$ cat src/rtl/mem_arbiter.sv
// Two-port memory arbiter: the dcache and the icache share one RAM port, and the dcache
// has fixed priority. It reports a sticky bus error on a RAM ERROR or on a grant timeout.
module mem_arbiter #(
  parameter int TIMEOUT_CYCLES = 64
) (
  input  logic        CLK,
  input  logic        RST,
  input  logic        iREN,
  input  logic [31:0] iaddr,
  output logic        iwait,
  output logic [31:0] iload,
  input  logic        dREN,
  input  logic        dWEN,
  input  logic [31:0] daddr,
  input  logic [31:0] dstore,
  output logic        dwait,
  output logic [31:0] dload,
  output logic        ramREN,
  output logic        ramWEN,
  output logic [31:0] ramaddr,
  output logic [31:0] ramstore,
  input  logic [31:0] ramload,
  input  logic [1:0]  ramstate,
  output logic        bus_error
);

  localparam logic [1:0]  RAM_ACCESS = 2'd2;
  localparam logic [1:0]  RAM_ERROR  = 2'd3;
  localparam logic [31:0] BAD_WORD   = 32'hBAD1BAD1;
  localparam logic [6:0]  CNT_LAST   = 7'(TIMEOUT_CYCLES - 1);

  typedef enum logic [1:0] {IDLE, DGRANT, IGRANT, ERRDONE} state_t;

  state_t      state_reg;
  logic [31:0] addr_reg;
  logic [31:0] store_reg;
  logic        wen_reg;
  logic        dside_reg;
  logic [6:0]  cnt_reg;
  logic        bus_error_reg;

  always_ff @(posedge CLK or posedge RST) begin
    if (RST) begin
      state_reg     <= IDLE;
      addr_reg      <= '0;
      store_reg     <= '0;
      wen_reg       <= 1'b0;
      dside_reg     <= 1'b0;
      cnt_reg       <= '0;
      bus_error_reg <= 1'b0;
    end else begin
      case (state_reg)
        IDLE: begin
          if (dREN || dWEN) begin
            state_reg <= DGRANT;
            addr_reg  <= daddr;
            store_reg <= dstore;
            wen_reg   <= dWEN;
            dside_reg <= 1'b1;
            cnt_reg   <= '0;
          end else if (iREN) begin
            state_reg <= IGRANT;
            addr_reg  <= iaddr;
            store_reg <= '0;
            wen_reg   <= 1'b0;
            dside_reg <= 1'b0;
            cnt_reg   <= '0;
          end
        end
        DGRANT, IGRANT: begin
          if (ramstate == RAM_ACCESS) begin
            state_reg <= IDLE;
          end else begin
            cnt_reg <= cnt_reg + 7'd1;
            // cnt_reg counts the non-ACCESS cycles already spent, so this is the last allowed one
            if (ramstate == RAM_ERROR || cnt_reg == CNT_LAST) begin
              state_reg     <= ERRDONE;
              bus_error_reg <= 1'b1;
            end
          end
        end
        default: state_reg <= IDLE;
      endcase
    end
  end

  logic granted;
  logic done;
  logic errdone;

  always_comb begin
    granted = (state_reg == DGRANT) || (state_reg == IGRANT);
    done    = granted && (ramstate == RAM_ACCESS);
    errdone = (state_reg == ERRDONE);

    ramREN   = granted && !wen_reg;
    ramWEN   = granted && wen_reg;
    ramaddr  = granted ? addr_reg : '0;
    ramstore = granted ? store_reg : '0;

    dwait = !((done || errdone) && dside_reg);
    iwait = !((done || errdone) && !dside_reg);
    dload = (done && dside_reg) ? ramload : BAD_WORD;
    iload = (done && !dside_reg) ? ramload : BAD_WORD;

    bus_error = bus_error_reg;
  end

endmodule

$ cat config.mk
export PLATFORM = sky130hd
export DESIGN_NAME = mem_arbiter
export DESIGN_NICKNAME = d
export VERILOG_FILES = /design/src/rtl/mem_arbiter.sv
export SDC_FILE = /design/constraint.sdc
export NUM_CORES = 1
export LEC_CHECK = 0
export ABC_CLOCK_PERIOD_IN_PS = 5200
export BUFFER_PORTS_ARGS = -buffer_cell sky130_fd_sc_hd__buf_2
export CAP_MARGIN = 0
export CORE_UTILIZATION = 40
export DETAILED_ROUTE_END_ITERATION = 10
export PLACE_DENSITY = 0.76
export SLEW_MARGIN = 20
export SYNTH_ARGS = -nofsm -noshare
export SYNTH_HDL_FRONTEND = slang
export SYNTH_SLANG_ARGS = --single-unit
$ cat constraint.sdc
create_clock -name CLK -period 5.2 [get_ports CLK]
set_input_delay 0.78 -clock CLK [delete_from_list [all_inputs] [get_ports CLK]]
set_output_delay 0.78 -clock CLK [all_outputs]
set_load 0.1 [all_outputs]
==> summary.txt <==
Status
  – Status: finished, final reports clean

Placement
  – Routability congestion estimate: 0.810
  – # port buffers: 267
  – HPWL after DPL: 8.74 mm

CTS
  – CTS tree: yes
  – Hold Buf Count CTS: 0
  – Clock Path Buffers: 2
  – CTS H-Tree Depth: 3
  – Post-CTS Setup Bufs: 0
  – Total CTS buffers: 9
  – Worst-skew pair later-pin latency: 0.35 ns
  – Worst-path clk slew: 0.08 ns
  – Root Driver: clkbuf_8
  – CTS Sinks: 76
  – CTS resizes: 0

Floorplan
  – Chip width: 105 um
  – Initial core utilization: 41.2%
  – IO Count: 268
  – Std cell rows: 37
  – Die footprint: 11000 um^2
  – Die Y-Extent: 105 um
  – Core area: 10300 um^2

STA
  – Finish-stage setup viols: 0
  – Fin crit share: 73.3%
  – Final hold vios: 0
  – Fmax: 263 MHz
  – RSZ-0062 raised after global routing: no
  – Measured slew at the worst slew-check pin: 1.05 ns
  – Max-slew violations: 0
  – Clk_skew: 0.00878 ns
  – Post-route minimum period: 3.81 ns
  – Slew headroom: 29.7%
  – Setup_tns: 0 ns

Global routing
  – Global-route wire length before repair: 19.1 mm
  – GRT Util Overall: 21.8%
  – Number of global-route vias before repair: 3885
  – Largest net degree at the start of global routing: 82
  – GRT overflow: 0
  – Initial antenna violation count: 0

Layout
  – Final net count: 823
  – Final core utilization: 57.1%
  – Fraction of layout cells with a size suffix above 1: 43.7%
  – # diodes: 0
  – Area grow syn2layout: 38.6%

Setup path
  – Setup crit end kind: output pin
  – Worst Path Required: 4.42 ns
  – CP Launch Type: primary input
  – WS Path Type: in -> out
  – CP Max Fanout: 32
  – Critical Path AT: 3.03 ns

Yosys
  – Sequential-to-total area share from yosys stat: 44.9%
  – Top-area cell type share of the netlist area: 44.9%
  – Count leader, synth: and2_1
  – Synth Area per Inst: 9.72 um^2
  – Syn Inst Count: 436
  – Number of flops mapped to enable cells by yosys: 0
  – Cell taking the most area after synthesis: dfrtp_1
  – Commonest cells in the netlist: 94 x and2_1, 76 x dfrtp_1, 41 x nand2_1
  – Top_reg_cell synth: dfrtp_1
  – Flops & latches, synth: 76
  – Syn Std Cell Area: 4240 um^2
  – Ys async rst share: 100%
  – Warning count from the yosys run: 0
  – Synth unique cells: 42
  – Syn nets: 574
  – Synth area leaders: dfrtp_1 45%, and2_1 14%, mux2i_1 7.6%

Detailed routing
  – First drt pass iteration count: 5
  – Iter 0 DRT Violations: 192
  – Routed Antenna Nets: 0
  – Post-DR wirelength/cell: 14.4 um
  – Post-Route WL: 11.9 mm
  – Via count: 4099
  – # DRC: 0
  – Vias per cell: 4.97

Hold path
  – Min-delay worst type: in -> async

Job
  – Max_cap viols: 0
==> through the flow <==
stage | cells | instance area, um^2 | setup slack, ns | hold WS (ns)
after floorplan | 436 | 4240 | 1.09 | 0.442
after global placement | 808 | 5630 | 1.55 | 0.447
after detailed placement | 809 | 5650 | 1.41 | 0.455
after CTS | 824 | 5840 | 1.41 | 0.474
after global routing | 825 | 5870 | 1.23 | 0.446
final | 825 | 5870 | 1.39 | 0.457
==> metal layers <==
layer / vias up / part of all wire [%] / track usage [%] / wire length, um
met5: - / 0 / 0 / 0
met4: 0 / 0.77 / 5.73 / 92
met3: 8 / 6.1 / 5.18 / 727
met2: 153 / 49 / 35.6 / 5790
met1: 1952 / 44 / 29.1 / 5300
li1: 1986 / - / - / -
==> path summary, 6_finish.rpt <==
check / cells after the start / slack, ns / from / to
hold reg to reg: 2 / 0.47 / addr_reg[18]$_DFFE_PP0P_ / addr_reg[18]$_DFFE_PP0P_
max in group asynchronous: 4 / 4.17 / RST / addr_reg[8]$_DFFE_PP0P_
setup / recovery: 5 / 1.39 / ramstate[1] / dload[1]
hold / removal: 3 / 0.46 / RST / store_reg[26]$_DFFE_PP0P_
min in group CLK: 2 / 0.47 / addr_reg[18]$_DFFE_PP0P_ / addr_reg[18]$_DFFE_PP0P_
setup reg to reg: 6 / 2.97 / state_reg[1]$_DFFE_PP0P_ / state_reg[1]$_DFFE_PP0P_
==> critical path, stage by stage <==
cell and delay [ns]:
buf_2 0.10, nor2b_1 0.55, and3_1 0.92, and2_1 0.24
buf_2 0.43
==> layout make-up <==
class,count,area (um^2)
flip-flops and latches,76,1900
clock buffers,11,141
repair buffers,273,1430
multi-input cells,321,2160
inverters,4,16.3
fillers,951,4410
clock inverters,4,48.8
well taps,136,170
==> cell usage in the layout, fill, tap and decap left out, drive strengths merged, types with 2 or more instances in the layout <==
cell / n
clkinv: 3
nand2: 42
nand2b: 20
or4b: 2
buf: 273
nor2: 6
o21ai: 39
a22o: 37
mux2i: 32
inv: 4
or3: 19
and2: 94
a21oi: 3
nand3: 4
nor2b: 2
clkbuf: 11
ha: 3
dfrtp: 76
mux2: 3
==> logic make-up after synthesis <==
| kind of cell | share of synthesized area, % |
|---|---|
| AND/OR/NAND/NOR | 26.6 |
| adder cells (fa/ha/maj) | 0.886 |
| AO/OA/AOI/OAI | 15.0 |
| flip-flops | 44.9 |
| multiplexers | 8.36 |
| buffers and inverters | 4.34 |
Power is not shown: default switching activity piles up to over one toggle a cycle in this logic, so the estimate is an artifact.
